<file path="src/rtl/seven_seg_pkg.sv">
// Shared constants for the 7-segment scanner: active-low glyph codes {a..g}
// (a = MSB), the blank pattern and the nibble-to-glyph lookup.
package seven_seg_pkg;

  localparam int MAX_DIGITS = 16;

  localparam logic [6:0] SEG_BLANK = 7'h7F;
  localparam logic [6:0] GLYPH_0   = 7'h01;
  localparam logic [6:0] GLYPH_1   = 7'h4F;
  localparam logic [6:0] GLYPH_2   = 7'h12;
  localparam logic [6:0] GLYPH_3   = 7'h06;
  localparam logic [6:0] GLYPH_4   = 7'h4C;
  localparam logic [6:0] GLYPH_5   = 7'h24;
  localparam logic [6:0] GLYPH_6   = 7'h20;
  localparam logic [6:0] GLYPH_7   = 7'h0F;
  localparam logic [6:0] GLYPH_8   = 7'h00;
  localparam logic [6:0] GLYPH_9   = 7'h04;
  localparam logic [6:0] GLYPH_A   = 7'h08;
  localparam logic [6:0] GLYPH_B   = 7'h60;
  localparam logic [6:0] GLYPH_C   = 7'h31;
  localparam logic [6:0] GLYPH_D   = 7'h42;
  localparam logic [6:0] GLYPH_E   = 7'h30;
  localparam logic [6:0] GLYPH_F   = 7'h38;

  typedef enum logic {
    PH_DEAD,
    PH_DRIVE
  } phase_e;

  function automatic logic [6:0] glyph(input logic [3:0] nibble);
    logic [6:0] g;
    case (nibble)
      4'h0:    g = GLYPH_0;
      4'h1:    g = GLYPH_1;
      4'h2:    g = GLYPH_2;
      4'h3:    g = GLYPH_3;
      4'h4:    g = GLYPH_4;
      4'h5:    g = GLYPH_5;
      4'h6:    g = GLYPH_6;
      4'h7:    g = GLYPH_7;
      4'h8:    g = GLYPH_8;
      4'h9:    g = GLYPH_9;
      4'hA:    g = GLYPH_A;
      4'hB:    g = GLYPH_B;
      4'hC:    g = GLYPH_C;
      4'hD:    g = GLYPH_D;
      4'hE:    g = GLYPH_E;
      default: g = GLYPH_F;
    endcase
    return g;
  endfunction

endpackage

</file>
<file path="src/rtl/seven_segment_scanner_glyph_rom.sv">
// Combinational hex nibble to active-low 7-segment pattern.
module seg7_glyph_rom
  import seven_seg_pkg::*;
(
  input  logic [3:0] nibble,
  output logic [6:0] seg_n
);

  assign seg_n = glyph(nibble);

endmodule

</file>
<file path="src/rtl/seven_segment_scanner.sv">
// Time-multiplexed common-anode 7-segment driver: one digit per slot, a dead
// cycle at each slot start, per-digit enable and leading-zero blanking.
module seven_segment_scanner
  import seven_seg_pkg::*;
#(
  parameter int NUM_DIGITS  = 8,
  parameter int REFRESH_DIV = 100000
) (
  input  logic                      clk,
  input  logic                      reset,
  input  logic [4*NUM_DIGITS-1:0]   hex_in,
  input  logic [NUM_DIGITS-1:0]     dp_in,
  input  logic [NUM_DIGITS-1:0]     digit_en,
  input  logic                      lz_blank,
  output logic [NUM_DIGITS-1:0]     an,
  output logic [6:0]                seg_n,
  output logic                      dp_n,
  output logic                      scan_tick
);

  localparam int CNT_W = $clog2(REFRESH_DIV);
  localparam int IDX_W = (NUM_DIGITS > 1) ? $clog2(NUM_DIGITS) : 1;
  localparam logic [CNT_W-1:0] CNT_LAST = CNT_W'(REFRESH_DIV - 1);

  logic [CNT_W-1:0]          cnt;
  logic [IDX_W-1:0]          idx;
  logic                      slot_end;
  phase_e                    phase;
  logic [4*NUM_DIGITS-1:0]   hex_upper;
  logic [NUM_DIGITS-1:0]     sel_oh;
  logic                      dp_sel;
  logic                      en_sel;
  logic                      blank;
  logic [6:0]                glyph_seg;
  logic [NUM_DIGITS-1:0]     an_d;
  logic [6:0]                seg_d;
  logic                      dp_d;
  logic [NUM_DIGITS-1:0]     an_p1;
  logic [6:0]                seg_p1;
  logic                      dp_p1;
  logic                      tick_p1;

  assign slot_end = (cnt == CNT_LAST);
  assign phase    = (cnt == '0) ? PH_DEAD : PH_DRIVE;

  always_ff @(posedge clk or posedge reset) begin
    if (reset)         cnt <= '0;
    else if (slot_end) cnt <= '0;
    else               cnt <= cnt + CNT_W'(1);
  end

  if (NUM_DIGITS > 1) begin : g_idx
    localparam logic [IDX_W-1:0] IDX_LAST = IDX_W'(NUM_DIGITS - 1);
    always_ff @(posedge clk or posedge reset) begin
      if (reset)         idx <= '0;
      else if (slot_end) idx <= (idx == IDX_LAST) ? '0 : idx + IDX_W'(1);
    end
  end else begin : g_idx_fixed
    assign idx = '0;
  end

  // Nibbles at and above idx slide down to the bottom; all-zero means a leading zero.
  assign hex_upper = hex_in >> {idx, 2'b00};
  assign sel_oh    = NUM_DIGITS'(1) << idx;
  assign dp_sel    = |(dp_in & sel_oh);
  assign en_sel    = |(digit_en & sel_oh);
  assign blank     = !en_sel || (lz_blank && (idx != '0) && (hex_upper == '0));

  seg7_glyph_rom u_glyph_rom (
    .nibble (hex_upper[3:0]),
    .seg_n  (glyph_seg)
  );

  always_comb begin
    an_d  = '1;
    seg_d = SEG_BLANK;
    dp_d  = 1'b1;
    if (phase == PH_DRIVE && !blank) begin
      an_d  = ~sel_oh;
      seg_d = glyph_seg;
      dp_d  = ~dp_sel;
    end
  end

  // p1: registered pin drivers
  always_ff @(posedge clk or posedge reset) begin
    if (reset) begin
      an_p1   <= '1;
      seg_p1  <= SEG_BLANK;
      dp_p1   <= 1'b1;
      tick_p1 <= 1'b0;
    end else begin
      an_p1   <= an_d;
      seg_p1  <= seg_d;
      dp_p1   <= dp_d;
      tick_p1 <= slot_end;
    end
  end

  assign an        = an_p1;
  assign seg_n     = seg_p1;
  assign dp_n      = dp_p1;
  assign scan_tick = tick_p1;

endmodule

</file>
<file path="config.mk">
export PLATFORM = sky130hd
export DESIGN_NAME = seven_segment_scanner
export DESIGN_NICKNAME = d
export VERILOG_FILES = /design/src/rtl/seven_seg_pkg.sv /design/src/rtl/seven_segment_scanner_glyph_rom.sv /design/src/rtl/seven_segment_scanner.sv
export SDC_FILE = /design/constraint.sdc
export NUM_CORES = 1
export LEC_CHECK = 0
export BUFFER_PORTS_ARGS = -buffer_cell sky130_fd_sc_hd__buf_2
export CORE_ASPECT_RATIO = 0.9
export CORE_MARGIN = 3
export CORE_UTILIZATION = 45
export CTS_BUF_LIST = sky130_fd_sc_hd__clkbuf_2
export DETAILED_ROUTE_END_ITERATION = 12
export HOLD_SLACK_MARGIN = 0.08
export PLACE_DENSITY_LB_ADDON = 0.05
export REMOVE_ABC_BUFFERS = 1
export SETUP_SLACK_MARGIN = 0.2
export SLEW_MARGIN = 20
export SYNTH_ARGS = -nofsm -noshare
export SYNTH_HDL_FRONTEND = slang
export SYNTH_HIERARCHICAL = 1
export SYNTH_SLANG_ARGS = --single-unit
</file>
<file path="constraint.sdc">
create_clock -name clk -period 3.8 [get_ports clk]
set_clock_uncertainty 0.1 [all_clocks]
set_input_delay 0 -clock clk [delete_from_list [all_inputs] [get_ports clk]]
set_output_delay 0 -clock clk [all_outputs]
set_load 0.02 [all_outputs]
</file>
# == Word-level counts from Yosys, hierarchy flattened ==
# Memory sizes are Yosys's and may differ from the RTL's.
# Cells that the tools add are included.
# totals
output_inout_bits,17
in_bits,51
reg_bits,37
word_cells,34
mem_count,1
romBits,112
# memory_table
memory,words,word_bits,rd,rd_ports_with_merged_regs,wr,line_no,text
(name not given),16,7,1,0,0,seven_seg_pkg.sv:32,case (nibble)
# op_classes
n_addsub,2
reduce_logical,11
bitwise_logic,4
shifts,2
mux,6
n_eq_ne,2
# ops
operator,n
$logic_not A32 Y1,1
$shr A32 B5 Y32,1
$add A17 B1 Y17 const B,1
$eq A17 B17 Y1 const B,1
$logic_not A17 Y1,1
$mux W17,1
$and A8 B8 Y8,2
$reduce_or A8 Y1,2
$mux W8,1
$not A8 Y8,1
$shl A1 B3 Y8 const A,1
$mux W7,1
$add A3 B1 Y3 const B,1
$eq A3 B3 Y1 const B,1
$logic_and A1 B1 Y1,3
$mux W3,1
$reduce_bool A3 Y1,1
$logic_not A1 Y1,2
$mux W1,2
$logic_or A1 B1 Y1,1
$not A1 Y1,1

# == Logic depth before layout (Yosys ltp) ==
# Gate-level depths: netlist (run 1).
# logic_depth
word_depth,8
depth_mapped,12
ltp_nobuf,10

# == By module ==
# The synthesis (run 1) kept the hierarchy.
# by_module_without_submodules
module,cells_each,n_inst,area_each_um2
seven_segment_scanner,233,1,2381.0
seg7_glyph_rom,33,1,269.0

# == Worst setup path before layout (run 1) ==
# Ideal clock, no wire load.
# synth_path
path_kind,register -> register
startpoint,register idx[0]
endpoint,"register seg_p1[3], in the netlist seg_n[3]"
period_less_slack_ns,2.617
path_buffers,1
slack_ns,1.183
arrival_time_ns,2.426
path_stages_with_launch,11
setup_time_ns,0.091
cell_sequence,dfrtp_1 > buf_6 > mux2i_1 > mux4_2 > inv_1 > inv_1 > ha_1 > inv_1 > mux4_2 > nor3_1 > o21ai_1
# synth_via
word_cells_on_any_way,14
cone_classes,shift: 2; mux: 1; bitwise: 1; reduce/logical: 9; memory: 1
# synth_rtl
item,line_no,text
start: declaration,seven_segment_scanner.sv:26,logic [IDX_W-1:0] idx;
start signal: assignment,seven_segment_scanner.sv:56,else if (slot_end) idx <= (idx == IDX_LAST) ? '0 : idx + IDX_W'(1);
$shr A32 B5 Y32,seven_segment_scanner.sv:63,"assign hex_upper = hex_in >> {idx, 2'b00};"
net hex_upper[1],seven_segment_scanner.sv:29,logic [4*NUM_DIGITS-1:0] hex_upper;
$mem_v2 Z16 W7,n/a,
net glyph_seg[3],seven_segment_scanner.sv:34,logic [6:0] glyph_seg;
$mux W7,seven_segment_scanner.sv:78,if (phase == PH_DRIVE && !blank) begin
net seg_d[3],seven_segment_scanner.sv:36,logic [6:0] seg_d;
end signal: assignment,seven_segment_scanner.sv:94,seg_p1 <= seg_d;
end: declaration,seven_segment_scanner.sv:39,logic [6:0] seg_p1;
# The timed path passes the listed nets, and every way through them passes these cells.
# A chain may end at the register's enable or synchronous reset.

# == Worst setup path in the final report (run 1) ==
# layout_path
startpoint,register idx[0]
endpoint,"register dp_p1, in the netlist dp_n"
# layout_via
elab_chain_cells,8
word_cells_on_any_way,16
cone_classes,shift: 2; mux: 1; bitwise: 3; reduce/logical: 10
# layout_rtl
item,line_no,text
"parallel branches: the longest is 7 deep, another holds $shr A32 B5 Y32",n/a,
$mux W1 (*),seven_segment_scanner.sv:78,
net dp_d,seven_segment_scanner.sv:37,logic dp_d;
end signal: assignment,seven_segment_scanner.sv:95,dp_p1 <= dp_d;
end: declaration,seven_segment_scanner.sv:40,logic dp_p1;
# Mark *: on every way through the listed nets, which the timed path passes.

==> impl_metrics.py, run 1 <==
metrics = {
    "outcome": {
        "outcome": "finished, final reports clean",
    },
    "cells_and_area": {
        "multi_input_area_um2": 1562,
        "drive_gt1_frac": 0.3304,
        "area_delta_synth_final_pct": 18.56,
        "fillers": 523,
        "seq_area_um2": 945.9,
        "final_nets": 410,
        "num_antenna_cells": 0,
    },
    "sta": {
        "period_share": 0.8439,
        "fin_setup_tns_ps": 0,
        "period_minus_slack_ps": 3207,
        "hold_viol": 0,
        "fmax_mhz": 311.8,
        "setup_viol": 0,
        "relSlewSlack": 0.4300,
        "rsz0062_at_grt": "false",
        "worst_pin_slew_ps": 854.9,
        "report.final.slew_viol_count": 0,
    },
    "power_and_ir_drop": {
        "ir_drop_mv": 0.1466,
        "seqPwrFrac": 0.569,
        "power_uw": 717.4,
        "power_switching_uw": 209.1,
        "pwr_density_cell_nw_per_um2": 228.3,
        "combPwrFrac": 0.179,
        "p_leak_nw": 1.362,
        "clkPwrFrac": 0.251,
        "p_sw_frac": 0.2915,
        "p_int_uw": 508.3,
    },
    "global_routing": {
        "grt_pass1_wl_um": 10900,
        "grt_use_total": 0.1997,
        "grt_max_degree": 38,
        "antenna_found_initial": 0,
        "grt_pass1_vias": 2223,
        "overflow": 0,
    },
    "synthesis": {
        "synth_cell_types": 49,
        "synth_compound_area_frac": 0.1270,
        "yosysWarnings": 6,
        "yosys.area_share.simple": 0.2106,
        "synth_top_family_by_area": "simple AND/OR/NAND/NOR gates",
        "postSynthCellCount": 266,
        "synthAdderAreaFrac": 0.07082,
        "async_flop_share": 1.000,
        "ys_ff_latch": 37,
        "syn_area_per_cell_um2": 9.963,
        "synth_edf_count": 0,
        "synth.yosys.seq_area_share": 0.3569,
        "synthFlopType": "dfrtp_1",
        "synth_xor_area_frac": 0.04627,
        "syn_area_um2": 2650,
        "synth.area.mux_share": 0.1346,
    },
    "hold_path": {
        "hp-class": "primary input to flip-flop",
        "hp-start": "digit_en[6]",
    },
    "critical_path": {
        "r2r-start": "idx[0]",
        "path_class": "flip-flop to flip-flop",
        "crit_path_start_kind": "flip-flop",
        "worst-path-buf-inv": 3,
        "crit_path_start": "idx[0]",
        "critical_path_arrival_ps": 3420,
        "worstPathCellList": "inv_6 -> ha_1 -> nand2_1 -> o21ai_0 -> a221oi_1 -> dlygate4sd3_1 -> o21ai_0 -> dlygate4sd3_1 -> o211ai_1",
        "critPathSlowestCell": "dfrtp_1",
        "cp_max_fo": 19,
        "critPathTopFamily": "buffers and inverters",
        "slowest_delay_ps": 940,
        "crit_required_ps": 4010,
        "end_kind": "flip-flop",
    },
    "placement": {
        "place_congestion": 0.9087,
        "numPortBuffers": 67,
        "dp_hpwl_um": 5029,
    },
    "clock_network": {
        "cts_hold_buf": 10,
        "clkTransAtPathRegs_ps": 190,
        "cts_resized": 0,
        "clk_path_buf_depth": 2,
        "cts_setup_buffers": 0,
        "h-tree-depth": 2,
        "cts_root_buf": "clkbuf_2",
        "cts_sinks": 37,
        "cts_buffers": 5,
        "clk_latency_ps": 390,
        "cts_tree": "built",
    },
    "floorplanning": {
        "initial_core_util": 0.4841,
        "io_pins": 68,
        "core.rowCount": 25,
        "dieArea_um2": 6847,
        "core_area_um2": 5474,
        "die_h_um": 78.80,
        "die_w_um": 86.89,
    },
    "routing": {
        "dr.pass1.iters": 5,
        "wl_per_cell_um": 15.69,
        "drc": 0,
        "drt_iter0_drc": 116,
        "dr_total_vias": 2334,
        "wl_um": 6466,
        "ant_nets": 0,
        "viasPerCell": 5.665,
    },
    "run": {
        "drv_cap": 0,
    },
}
## power groups by stage
stage,sequential (mW),combinational [mW],clock (mW)
finish,0.409,0.128,0.180
global route,0.410,0.143,0.206
CTS,0.409,0.129,0.188
detailed placement,0.415,0.124,0
global placement,0.415,0.123,0
floorplan,0.425,0.0585,0
## flip-flops by register name, indices dropped and copies added, names as in the netlist
signal	flops
an	8
cnt	17
dp_n	1
idx	3
scan_tick	1
seg_n	7
## cell families after synthesis
family | Yosys count
adder cells (fa/ha/maj) | 15
multiplexers | 24
AND/OR/NAND/NOR | 110
XOR/XNOR | 14
flip-flops | 37
AO/OA/AOI/OAI | 46
buffers and inverters | 20
## layout by cell type, fill, tap and decap left out, drive strengths merged, types with 2 or more instances in the layout
| cell type | instances |
|---|---|
| buf | 71 |
| nor2 | 24 |
| nand2 | 23 |
| dfrtp | 21 |
| dfstp | 16 |
| nor3 | 16 |
| mux2i | 15 |
| ha | 15 |
| o21ai | 15 |
| nand3 | 10 |
| dlygate4sd3 | 10 |
| nor4 | 9 |
| inv | 9 |
| nand4 | 8 |
| mux4 | 8 |
| xor2 | 7 |
| xnor2 | 7 |
| a21oi | 6 |
| o211ai | 6 |
| or2 | 5 |
| clkbuf | 5 |
| a221oi | 4 |
| and3 | 4 |
| a22oi | 3 |
| clkinv | 3 |
| nor3b | 2 |
| nand3b | 2 |
| o22ai | 2 |
| or3 | 2 |
| nand2b | 2 |
## final timing paths
| kind | endpoint | slack [ps] | depth (start not counted) |
|---|---|---|---|
| max in group asynchronous | seg_n[6] | 3130 | 4 |
| setup reg to reg | dp_n | 590 | 9 |
| hold reg to reg | cnt[11] | 410 | 1 |
| hold / removal | seg_n[4] | 110 | 6 |
| min in group asynchronous | cnt[16] | 120 | 4 |
| setup / recovery | dp_n | 590 | 9 |
## layout make-up
class	instances	area share
clock buffers	5	0.007965
clock inverters	3	0.005575
inverters	10	0.01354
multi-input cells	209	0.4970
flip-flops and latches	37	0.3011
well taps	67	0.02668
repair buffers	81	0.1481
## per-layer routing
layer,GRT usage,routed length (µm),share of wire,vias up
met1,0.3059,3182,0.49,1106
met3,0.03631,397,0.061,8
met2,0.2898,2818,0.44,75
li1,-,-,-,1145
met5,0,0,0,-
met4,0.04673,68,0.011,0
## worst min-delay path, delay by kind of cell
kind / cells / cell delay [ps]
AOI/OAI and AO/OA: 2 / 170
buffers and inverters: 1 / 80
and+or+nand+nor: 3 / 350
## stage by stage
step / setup WS, ps / util / hold slack [ps] / cells / cell area [µm²]
after floorplan: 849.4 / - / 67.84 / 256 / 2550
after global placement: 737.9 / 0.5479 / 30.48 / 394 / 2999
after detailed placement: 609.8 / 0.5479 / 30.49 / 394 / 2999
after CTS: 571.1 / 0.5739 / 90.74 / 412 / 3142
after global routing: 336.6 / 0.5739 / 101.7 / 412 / 3142
final: 593.0 / 0.5739 / 108.1 / 412 / 3142
## Yosys cell counts (all sizes together), types with 2 or more instances
cell type,count,area share
nor2,24,0.034
dfstp,16,0.16
o21ai,15,0.030
a221oi,4,0.013
nand4,8,0.019
nand2b,2,0.0047
nand2,23,0.033
nand3,10,0.019
buf,3,0.013
mux2i,15,0.057
o22ai,2,0.0047
inv,9,0.015
or2,5,0.012
dfrtp,21,0.20
nand3b,2,0.0057
or3,2,0.0047
a21oi,6,0.011
nor3,16,0.034
xnor2,7,0.023
o211ai,6,0.017
nor4,9,0.021
nor3b,2,0.0057
and3,4,0.0094
a22oi,3,0.0085
clkbuf,7,0.025
xor2,7,0.023
ha,15,0.071
mux4,8,0.074
No activity file was read; power rests on OpenSTA's default activity.
==> run 2: changes to the inputs <==
==> constraint.sdc (replaced) <==
create_clock -name clk -period 2.8 [get_ports clk]
set_clock_uncertainty 0.1 [all_clocks]
set_input_delay 0 -clock clk [delete_from_list [all_inputs] [get_ports clk]]
set_output_delay 0 -clock clk [all_outputs]
set_load 0.02 [all_outputs]
==> run 2 against run 1 <==
  * Sequential cell count stayed put
  * Die area stayed put
  * Wire length is 1.2% higher
  * Sequential share of layout area is 2.0 points lower
  * Power is 64% higher
  * Combinational power is 46% higher
  * Register-to-register slack worse by 370 ps
  * Clock power is 140% higher
  * Non-clock buffer count is 15 higher
  * Count of clock-buffer cells in the layout stayed put
  * Critical endpoint is now seg_n[3]
==> impl_metrics.py, run 2 (synthesis gave the netlist of run 1 again) <==
metrics = {
    "clock_network": {
        "cts_root_buf": "clkbuf_2",
        "cts_buffers": 5,
        "clkTransAtPathRegs_ps": 220,
        "h-tree-depth": 2,
        "cts_sinks": 37,
        "clk_path_buf_depth": 2,
        "cts_tree": "built",
        "clk_latency_ps": 390,
    },
    "sta": {
        "relSlewSlack": 0.3797,
        "setup_ws_ps": 221.9,
        "fmax_mhz": 387.9,
        "period_share": 0.9207,
        "report.final.slew_viol_count": 0,
        "period_minus_slack_ps": 2578,
        "hold_viol": 0,
        "rsz0062_at_grt": "true",
        "setup_viol": 0,
        "worst_pin_slew_ps": 924.7,
    },
    "outcome": {
        "outcome": "finished, final reports clean",
    },
    "routing": {
        "wl_um": 6543,
        "drc": 0,
        "wl_per_cell_um": 15.32,
        "ant_nets": 0,
        "drt_iter0_drc": 116,
        "dr_total_vias": 2411,
        "viasPerCell": 5.646,
        "dr.pass1.iters": 4,
    },
    "cells_and_area": {
        "seq_area_um2": 947.2,
        "stdcell_count": 427,
        "fillers": 461,
        "multi_input_area_um2": 1572,
        "final_nets": 425,
        "largest_register_ffs": 17,
        "layout_common_cells": "buf_2 (67), nor2_1 (24), nand2_1 (22), dfrtp_1 (20), dlygate4sd3_1 (17)",
        "drive_gt1_frac": 0.3583,
        "num_antenna_cells": 0,
        "area_delta_synth_final_pct": 27.24,
        "top_register": "cnt",
        "final_common_cell": "buf_2",
    },
    "floorplanning": {
        "io_pins": 68,
        "core.rowCount": 25,
        "dieArea_um2": 6847,
        "die_w_um": 86.89,
        "core_area_um2": 5474,
        "initial_core_util": 0.4841,
        "die_h_um": 78.80,
    },
    "hold_path": {
        "hp-class": "primary input to async pin",
    },
    "run": {
        "drv_cap": 0,
    },
    "placement": {
        "place_congestion": 0.9217,
        "dp_hpwl_um": 5112,
        "place_inst": 400,
        "numPortBuffers": 67,
        "post-place-ws_ps": 148.9,
    },
    "power_and_ir_drop": {
        "p_leak_nw": 1.465,
        "ir_drop_mv": 0.2223,
        "pwr_density_cell_nw_per_um2": 348.0,
        "power_mw": 1.174,
    },
    "global_routing": {
        "grt_max_degree": 28,
        "grt_use_total": 0.1967,
        "overflow": 0,
        "grt_pass1_wl_um": 10810,
        "grt_pass1_vias": 2264,
        "antenna_found_initial": 0,
    },
    "critical_path": {
        "crit_path_start_kind": "flip-flop",
        "end_kind": "flip-flop",
        "critical_path_arrival_ps": 2790,
        "cp_max_fo": 12,
        "crit_required_ps": 3010,
        "path_class": "flip-flop to flip-flop",
    },
}
==> run 2: cell count changes in the layout (fill, tap and decap cells not counted), sizes merged <==
cell / delta
bufbuf: +1
dlygate4sd3: +7
clkinvlp: -1
buf: +7
clkinv: -1
bufinv: +2
==> run 2: routing by layer <==
layer	wire [µm]	GRT usage	vias up	share of wire
met2	2863	0.3012	98	0.44
met5	0	0	-	0
met1	3121	0.2847	1132	0.48
li1	-	-	1173	-
met3	505	0.04461	8	0.077
met4	53	0.03894	0	0.0081
==> run 2: path summary, 6_finish.rpt <==
| kind | slack (ps) | start | depth (start not counted) | endpoint |
|---|---|---|---|---|
| min in group clk | 120 | hex_in[26] | 4 | seg_n[6] |
| worst min-delay path | 100 | reset | 3 | cnt[11] |
| max in group asynchronous | 1790 | reset | 4 | seg_n[5] |
| worst min register to register | 410 | cnt[11] | 1 | cnt[11] |
| worst max register to register | 220 | idx[0] | 10 | seg_n[3] |
| worst max-delay path | 220 | idx[0] | 10 | seg_n[3] |
==> run 2: timing repair <==
item / 4_1_cts / 5_1_grt
gates resized for setup: 3 / 4
endpoints found under the setup margin: 2 / 6
hold buffers: 17 / 0
gates cloned: 1 / 0
endpoints found under the hold margin: 25 / 0
buffers inserted: 1 / 0
==> run 2: worst max-delay path, cell delays in order (launching register included) <==
cell and delay [ps]:
dfrtp_1 440, buf_12 160, mux2i_1 150, mux4_2 490
inv_1 100, inv_2 60, ha_1 270, inv_1 50
mux4_2 450, nor3_2 170, o21ai_1 80
==> run 2: layout make-up <==
type                            count  area share
Clock buffer                        5    0.007421
Clock inverter                      3     0.02041
Inverter                           10     0.01262
Multi-Input combinational cell    209      0.4660
Sequential cell                    37      0.2809
Tap cell                           67     0.02486
Timing Repair Buffer               96      0.1878
==> run 2: report_power, final <==
| group | switching (mW) | leakage, nW | total, mW | internal, mW |
|---|---|---|---|---|
| Combinational | 0.0979 | 0.965 | 0.187 | 0.0894 |
| Clock | 0.188 | 0.0536 | 0.432 | 0.244 |
| Sequential | 0.00244 | 0.446 | 0.555 | 0.552 |
| Total | 0.288 | 1.46 | 1.17 | 0.885 |
==> run 2: stage by stage <==
stage | hold slack [ps] | TNS, ps | utilization | cell area, µm²
floorplan | 67.84 | -186.7 | - | 2550
global placement | 188.2 | 0 | 0.5584 | 3057
detailed placement | 183.8 | 0 | 0.5584 | 3057
CTS | 110.4 | 0 | 0.6144 | 3363
global route | 98.38 | 0 | 0.6160 | 3372
finish | 103.5 | 0 | 0.6160 | 3372
